==> src/rtl/wb_arbiter.sv <==
// rtl/wb_arbiter.sv - writeback arbiter and long-latency register scoreboard
module wb_arbiter #(
  parameter int XLEN       = 32,
  parameter int STARVE_MAX = 4
) (
  input  logic            clk,
  input  logic            rst,
  // single-cycle ALU results
  input  logic            alu_valid,
  input  logic [4:0]      alu_dest,
  input  logic [XLEN-1:0] alu_data,
  output logic            alu_hold,
  // long-latency load / mul-div results
  input  logic            lsu_valid,
  output logic            lsu_ready,
  input  logic [4:0]      lsu_dest,
  input  logic [XLEN-1:0] lsu_data,
  // issue-side scoreboard updates
  input  logic            issue_valid,
  input  logic            issue_long,
  input  logic [4:0]      issue_dest,
  // decode-side hazard checks
  input  logic [4:0]      chk_src1,
  input  logic [4:0]      chk_src2,
  input  logic [4:0]      chk_dest,
  output logic            stall,
  output logic [31:0]     pending,
  // register-file write port
  output logic            reg_write,
  output logic [4:0]      dest,
  output logic [XLEN-1:0] write_data,
  output logic            waw_err
);

  typedef enum logic [0:0] {
    ST_NORMAL = 1'b0,
    ST_HOLD   = 1'b1
  } state_t;

  // last wait-counter value before the ALU path gets held
  localparam logic [3:0] WAIT_LAST = 4'(STARVE_MAX - 1);

  state_t      state_q;
  state_t      state_d;
  logic [3:0]  wait_q;
  logic [3:0]  wait_d;

  logic        alu_grant;
  logic        lsu_accept;
  logic        lsu_blocked;
  logic        wb_lsu_q;

  logic [31:0] set_mask;
  logic [31:0] clr_mask;
  logic [31:0] pending_d;

  logic        waw_issue;
  logic        waw_alu;
  logic        waw_lsu;

  // the hold cycle is a direct decode of the registered FSM state
  assign alu_hold = (state_q == ST_HOLD);

  // grant: hold forces the LSU through, otherwise the ALU has priority
  always_comb begin
    alu_grant = 1'b0;
    lsu_ready = 1'b0;
    if (!rst) begin
      if (alu_hold) begin
        lsu_ready = 1'b1;
      end else if (alu_valid) begin
        alu_grant = 1'b1;
      end else begin
        lsu_ready = 1'b1;
      end
    end
  end

  assign lsu_accept  = lsu_valid && lsu_ready;
  assign lsu_blocked = lsu_valid && !lsu_ready;

  // starvation FSM state and wait counter
  always_ff @(posedge clk) begin
    if (rst) begin
      state_q <= ST_NORMAL;
      wait_q  <= 4'd0;
    end else begin
      state_q <= state_d;
      wait_q  <= wait_d;
    end
  end

  // starvation next-state: count consecutive blocked cycles, hold ALU for one cycle
  always_comb begin
    state_d = state_q;
    wait_d  = wait_q;
    case (state_q)
      ST_NORMAL: begin
        if (lsu_blocked) begin
          if (wait_q == WAIT_LAST) begin
            state_d = ST_HOLD;
            wait_d  = 4'd0;
          end else begin
            wait_d = wait_q + 4'd1;
          end
        end else begin
          wait_d = 4'd0;
        end
      end
      ST_HOLD: begin
        // a single hold cycle whether or not the LSU still has a result
        state_d = ST_NORMAL;
        wait_d  = 4'd0;
      end
      default: begin
        state_d = ST_NORMAL;
        wait_d  = 4'd0;
      end
    endcase
  end

  // write stage: the granted result is registered toward the register file
  always_ff @(posedge clk) begin
    if (rst) begin
      reg_write  <= 1'b0;
      dest       <= 5'd0;
      write_data <= '0;
      wb_lsu_q   <= 1'b0;
    end else if (alu_grant) begin
      reg_write  <= (alu_dest != 5'd0);
      dest       <= alu_dest;
      write_data <= alu_data;
      wb_lsu_q   <= 1'b0;
    end else if (lsu_accept) begin
      reg_write  <= (lsu_dest != 5'd0);
      dest       <= lsu_dest;
      write_data <= lsu_data;
      wb_lsu_q   <= 1'b1;
    end else begin
      // address and data hold; only the enable drops
      reg_write  <= 1'b0;
      wb_lsu_q   <= 1'b0;
    end
  end

  // scoreboard update: issue sets, retiring LSU write clears, set wins on collision
  always_comb begin
    set_mask = 32'd0;
    clr_mask = 32'd0;
    if (issue_valid && issue_long && (issue_dest != 5'd0)) begin
      set_mask[issue_dest] = 1'b1;
    end
    if (reg_write && wb_lsu_q) begin
      clr_mask[dest] = 1'b1;
    end
    pending_d    = (pending & ~clr_mask) | set_mask;
    pending_d[0] = 1'b0;
  end

  // scoreboard register
  always_ff @(posedge clk) begin
    if (rst) begin
      pending <= 32'd0;
    end else begin
      pending <= pending_d;
    end
  end

  // RAW on either source and WAW on the destination both stall decode
  assign stall = pending[chk_src1] | pending[chk_src2] | pending[chk_dest];

  // protocol checks: double long issue, ALU overtaking a pending write, orphan LSU write
  always_comb begin
    waw_issue = issue_valid && issue_long && (issue_dest != 5'd0) &&
                pending[issue_dest] && !clr_mask[issue_dest];
    waw_alu   = alu_grant && (alu_dest != 5'd0) && pending[alu_dest];
    waw_lsu   = lsu_accept && (lsu_dest != 5'd0) && !pending[lsu_dest];
  end

  // sticky error flag, cleared only by reset
  always_ff @(posedge clk) begin
    if (rst) begin
      waw_err <= 1'b0;
    end else if (waw_issue || waw_alu || waw_lsu) begin
      waw_err <= 1'b1;
    end
  end

endmodule

==> config.mk <==
export PLATFORM = sky130hd
export DESIGN_NAME = wb_arbiter
export DESIGN_NICKNAME = d
export VERILOG_FILES = /design/src/rtl/wb_arbiter.sv
export SDC_FILE = /design/constraint.sdc
export NUM_CORES = 1
export LEC_CHECK = 0
export BUFFER_PORTS_ARGS = -buffer_cell sky130_fd_sc_hd__buf_2
export CORE_UTILIZATION = 40
export CTS_BUF_LIST = sky130_fd_sc_hd__clkbuf_16
export CTS_CLUSTER_SIZE = 40
export DETAILED_ROUTE_END_ITERATION = 7
export HOLD_SLACK_MARGIN = 0.03
export PLACE_DENSITY = 0.68
export SYNTH_ARGS = -nofsm -noshare
export SYNTH_HDL_FRONTEND = slang
export SYNTH_SLANG_ARGS = --single-unit
==> constraint.sdc <==
create_clock -name clk -period 2.53 [get_ports clk]
set_input_delay 0.253 -clock clk [delete_from_list [all_inputs] [get_ports clk]]
set_output_delay 0.253 -clock clk [all_outputs]
set_load 0.03 [all_outputs]
# Word-level counts from Yosys, hierarchy flattened
# Cells that the tools add are included.
[totals]
reg_bits = 77
inputBits = 100
out_inout_bits = 74
wordCells = 88
[op_classes]
add_sub_neg = 1
n_lt_le_gt_ge = 9
n_eq_ne = 1
n_mux = 39
bitwise_logic = 6
reduce_logical = 23
[ops]
columns = ["cell", "n"]
rows = [
  ["$mux 32", 4],
  ["$lt 5x6->1 const B", 7],
  ["$bmux 1 s5", 7],
  ["$and 32x32->32", 1],
  ["$not 32->32", 1],
  ["$or 32x32->32", 1],
  ["$mux 1", 20],
  ["$reduce_bool 5->1", 3],
  ["$logic_and 1x1->1", 13],
  ["$demux 1 s5", 2],
  ["$ge 5x1->1 const B", 2],
  ["$mux 5", 2],
  ["$mux 4", 2],
  ["$pmux 4 s2", 1],
  ["$add 4x1->4 const B", 1],
  ["$eq 4x2->1 const B", 1],
  ["$logic_not 1->1", 3],
  ["$logic_or 1x1->1", 2],
  ["$or 1x1->1", 2],
  ["$pmux 1 s2", 1],
  ["$reduce_bool 2->1", 1],
  ["$reduce_or 2->1", 1],
  ["$not 1->1", 1],
]

# Depth between registers and ports, before layout
[depth]
ltp_word = 11
ltp_mapped = 8
depth_no_buf = 6

# Worst setup path after synthesis
# OpenSTA, ideal clock, no wires.
[synth_path]
kind = "register -> output"
startpoint = "register pending[29]"
endpoint = "output stall"
arrival_ns = 2.106
slack_ns = 0.171
path_stages_with_launch = 5
path_cell_list = "dfxtp_1 > mux4_1 > mux4_2 > a2111oi_1 > nand3_1"
[synth_between]
elab_chain_len = 4
word_cells_on_any_way = 8
cone_classes = "mux: 6; bitwise: 2"
[synth_lines]
columns = ["element", "line", "text"]
rows = [
  ["start, declared", "27", "output logic [31:0] pending,"],
  ["start signal, assigned", "165", "pending <= pending_d;"],
  ["$bmux 1 s5", "170", "assign stall = pending[chk_src1] | pending[chk_src2] | pending[chk_dest];"],
  ["$mux 1 (not written as such)", "170", ""],
  ["$or 1x1->1", "170", ""],
  ["$or 1x1->1 *", "170", ""],
  ["end, declared", "26", "output logic stall,"],
]
# Every way passes the cells marked *; elsewhere a longest branch is shown, timed or not. The select of a mux whose other input is x is not followed.

# Worst setup path in the final report
[layout_path]
startpoint = "register pending[15]"
endpoint = "output stall"
# Same word-level chain as after synthesis.

==> summary.md <==
| Metric | Value |
|---|---|
| IO Count | `roughly 170` |
| Most numerous cell in the Yosys netlist | `dfxtp_1` |
| Final Hold Viols | `0` |
| Startpoint types | `register` |
| IO buf count | `around 170` |
| Rel. slew slack | `0.442` |
| Final min period | `2.48 ns` |
| Post-synth EDFFs | `0` |
| Post-DR vias/cell | `6.12` |
| CTS sink count | `76` |
| DRC Markers | `0` |
| Layout Skew | `~0.0063 ns` |
| Synth warn | `0` |
| Die footprint | `12600 um^2` |
| Hold path depth | `3` |
| Clk_lat worst skew | `approximately 0.34 ns` |
| Worst Max-Slew Pin Slew | `roughly 0.83 ns` |
| Drt first pass iters | `7` |
| CTS buffer count | `9` |
| Synthesized area | `~5000 um^2` |
| CP peak stage delay | `0.52 ns` |
| Initial Util | `0.418` |
| Avg Synthesized Cell Area | `9.41 um^2` |
| Synth top area share | `0.312` |
| Flop-to-flop setup slack | `a little under 0.6 ns` |
| Largest cells by area after synthesis | `dfxtp_1, mux4_2, mux2i_1, a211oi_1, nand2_1` |
| CP dominant cell by count | `mux4_2` |
| Slew Limit Fails | `0` |
| CTS tree | `done` |
| CP Buf/Inv Count | `1` |
| Synth cell types | `between 40 and 50` |
| Cell taking the most area after synthesis | `dfxtp_1` |
| CP Max Fanout | `2` |
| Seq/Total Area, Yosys | `0.312` |
| FMAX | `between 0.4 and 0.5 GHz` |
| Setup bufs post-CTS | `0` |
| Die Width | `112 um` |
| GRT Overall Usage | `0.283` |
| CTS Hold Bufs | `0` |
| Worst Hold Class | `in -> reg` |
| Dominant synthesized flop cell | `dfxtp_1` |
| Total gr overflow | `0` |
| PD cells | `510 nW/um^2` |
| Htree depth | `3` |
| Max-cap violations | `0` |
| Layout cell share with drive strength beyond 1 | `0.405` |
| Initial antenna violation count | `0` |
| Fraction of registers with async set/reset | `0` |
| Die Ht | `about 110 um` |
| CP max-delay cell | `mux4_2` |
| Post-route antenna net violation count | `0` |
| Levels on crit path | `5` |
| CTS clk-pin slew, worst paths | `about 0.060 ns` |
| Final setup viols | `0` |
| GP Congestion | `approximately 0.95` |
| Largest net degree at the start of global routing | `57` |
| Mapped Cells | `between 500 and 600` |
| Drt wl/cell | `21.0 um` |
| Required time worst endpoint | `about 2.3 ns` |
| Initial drt markers | `slightly above 500` |
| Global-route wire length before repair | `27.1 mm` |
| Crit path capture type | `output pin` |
| RSZ-0062 raised after global routing | `true` |
| Final Cell Area | `6340 um^2` |
| Detailed Place HPWL | `~13 mm` |
| Clock root buffer | `clkbuf_16` |
| Core area | `around 12000 um^2` |
| Layout net count | `slightly below 800` |
| Cells along the critical path | `mux4_2 > mux4_2 > a2111oi_4 > nand3_1 > buf_6` |
| Area growth syn-to-layout | `30.2%` |
| Outcome | `finished, final reports clean` |
| Setup TNS | `0 ns` |
| Synthesis-stage register bit count | `between 70 and 80` |
| Max VDD drop | `300 uV` |
| CP delay by family, top | `multiplexers` |
| Vias in the first global route | `4990` |
| Lkg Pwr | `0.00268 uW` |
| CTS max path bufs | `2` |
| CP arrival | `2.23 ns` |
| Fillers | `around 1100` |
| Post-Syn Nets | `~620` |
| # diodes | `0` |
| Vias | `just over 5000` |
| Row cnt | `39` |
| Final Cycle Share | `0.981` |
| Worst Reg-to-Reg Cells | `6` |
| Routed WL | `around 18 mm` |
| Area after DPL | `around 6000 um^2` |
| Synth cell count leaders | `dfxtp_1, nand2_1, nor2_1` |
| Crit path kind | `reg -> out` |
## through the flow
step	worst slack, ns	power (uW)	utilization	cells	hold WS [ns]
after floorplan	0.171	1690	-	518	0.411
after global placement	0.0511	1890	0.516	827	0.438
after detailed placement	0.0673	1900	0.516	827	0.455
after CTS	0.0294	3250	0.543	842	0.184
after global routing	-0.0408	3370	0.544	842	0.185
final	0.0479	3230	0.544	842	0.191
## metal layers
| metal | track usage | wire, um |
|---|---|---|
| met5 | 0 | 0 |
| met4 | 0.135 | 653 |
| met3 | 0.0853 | 1910 |
| met1 | 0.371 | 6960 |
| met2 | 0.427 | 8160 |
## worst paths after layout
kind | startpoint | endpoint
worst max-delay path | pending[15] | stall
worst min-delay path | alu_data[7] | write_data[7]
worst max register to register | pending[26] | waw_err
worst min register to register | wait_q[0] | wait_q[0]
## worst reg2reg max path, cell delays in order (launching register included)
cell and delay (ns):
dfxtp_1 0.39, buf_4 0.19, mux4_2 0.48, mux2i_1 0.15, nor2_1 0.05, or4_1 0.50
o211ai_1 0.11
## cells by family (layout without fill, tap and decap cells)
| family | after synthesis | in the layout | synth area share |
|---|---|---|---|
| xor gates and xnor gates | 6 | 6 | 0.0108 |
| other | 1 | 1 | 0.000769 |
| muxes | 104 | 104 | 0.319 |
| AOI/OAI and AO/OA | 129 | 129 | 0.167 |
| DFF | 76 | 76 | 0.312 |
| adders and majority gates | 1 | 1 | 0.00257 |
| buffers and inverters | 53 | 234 | 0.0480 |
| and+or+nand+nor | 148 | 148 | 0.140 |
## layout by cell type, fill, tap and decap left out, types with 2 or more instances in the layout
cell,n
and3b_1,3
or3_1,2
nand3_1,6
dfxtp_2,2
a211oi_1,42
mux4_1,2
mux2_2,15
mux4_2,36
a221oi_1,3
nor3_1,5
bufinv_16,2
nor3b_1,5
o21ai_0,32
a2111oi_1,2
dfxtp_1,74
mux2i_1,51
nand4_1,4
a21oi_1,36
nand2_1,53
clkbuf_16,9
buf_2,171
inv_1,8
buf_4,39
xor2_1,2
a31oi_1,2
nand3b_1,7
xnor2_1,4
nor2_1,52
or3b_2,2
a22oi_1,5
## power by group
| part | total [uW] | switching [uW] | internal (uW) |
|---|---|---|---|
| registers | 1300 | 44.2 | 1250 |
| logic | 590 | 357 | 232 |
| clock network | 1350 | 499 | 851 |
| total | 3230 | 900 | 2330 |
## what timing repair did
| item | CTS | global route |
|---|---|---|
| gates resized for setup | 3 | 8 |
| pin swaps | 2 | 0 |
| setup endpoints to repair | 1 | 1 |
## flip-flops by register name (all words and copies together), names as in the netlist
signal and flops:
reg_write 1, waw_err 1, pending 31, wb_lsu_q 1
alu_hold 1, dest 5, wait_q 4, write_data 32
## cell type report
cell class,instances,area (um^2),share of cell area
clock buffers,9,225,0.0355
well taps,143,179,0.0282
inverters,7,26.3,0.00414
multi-input cells,389,3130,0.493
repair buffers,212,1180,0.186
clock inverters,6,81.3,0.0128
flip-flops and latches,76,1520,0.240
(Power assumes the default switching activity.)
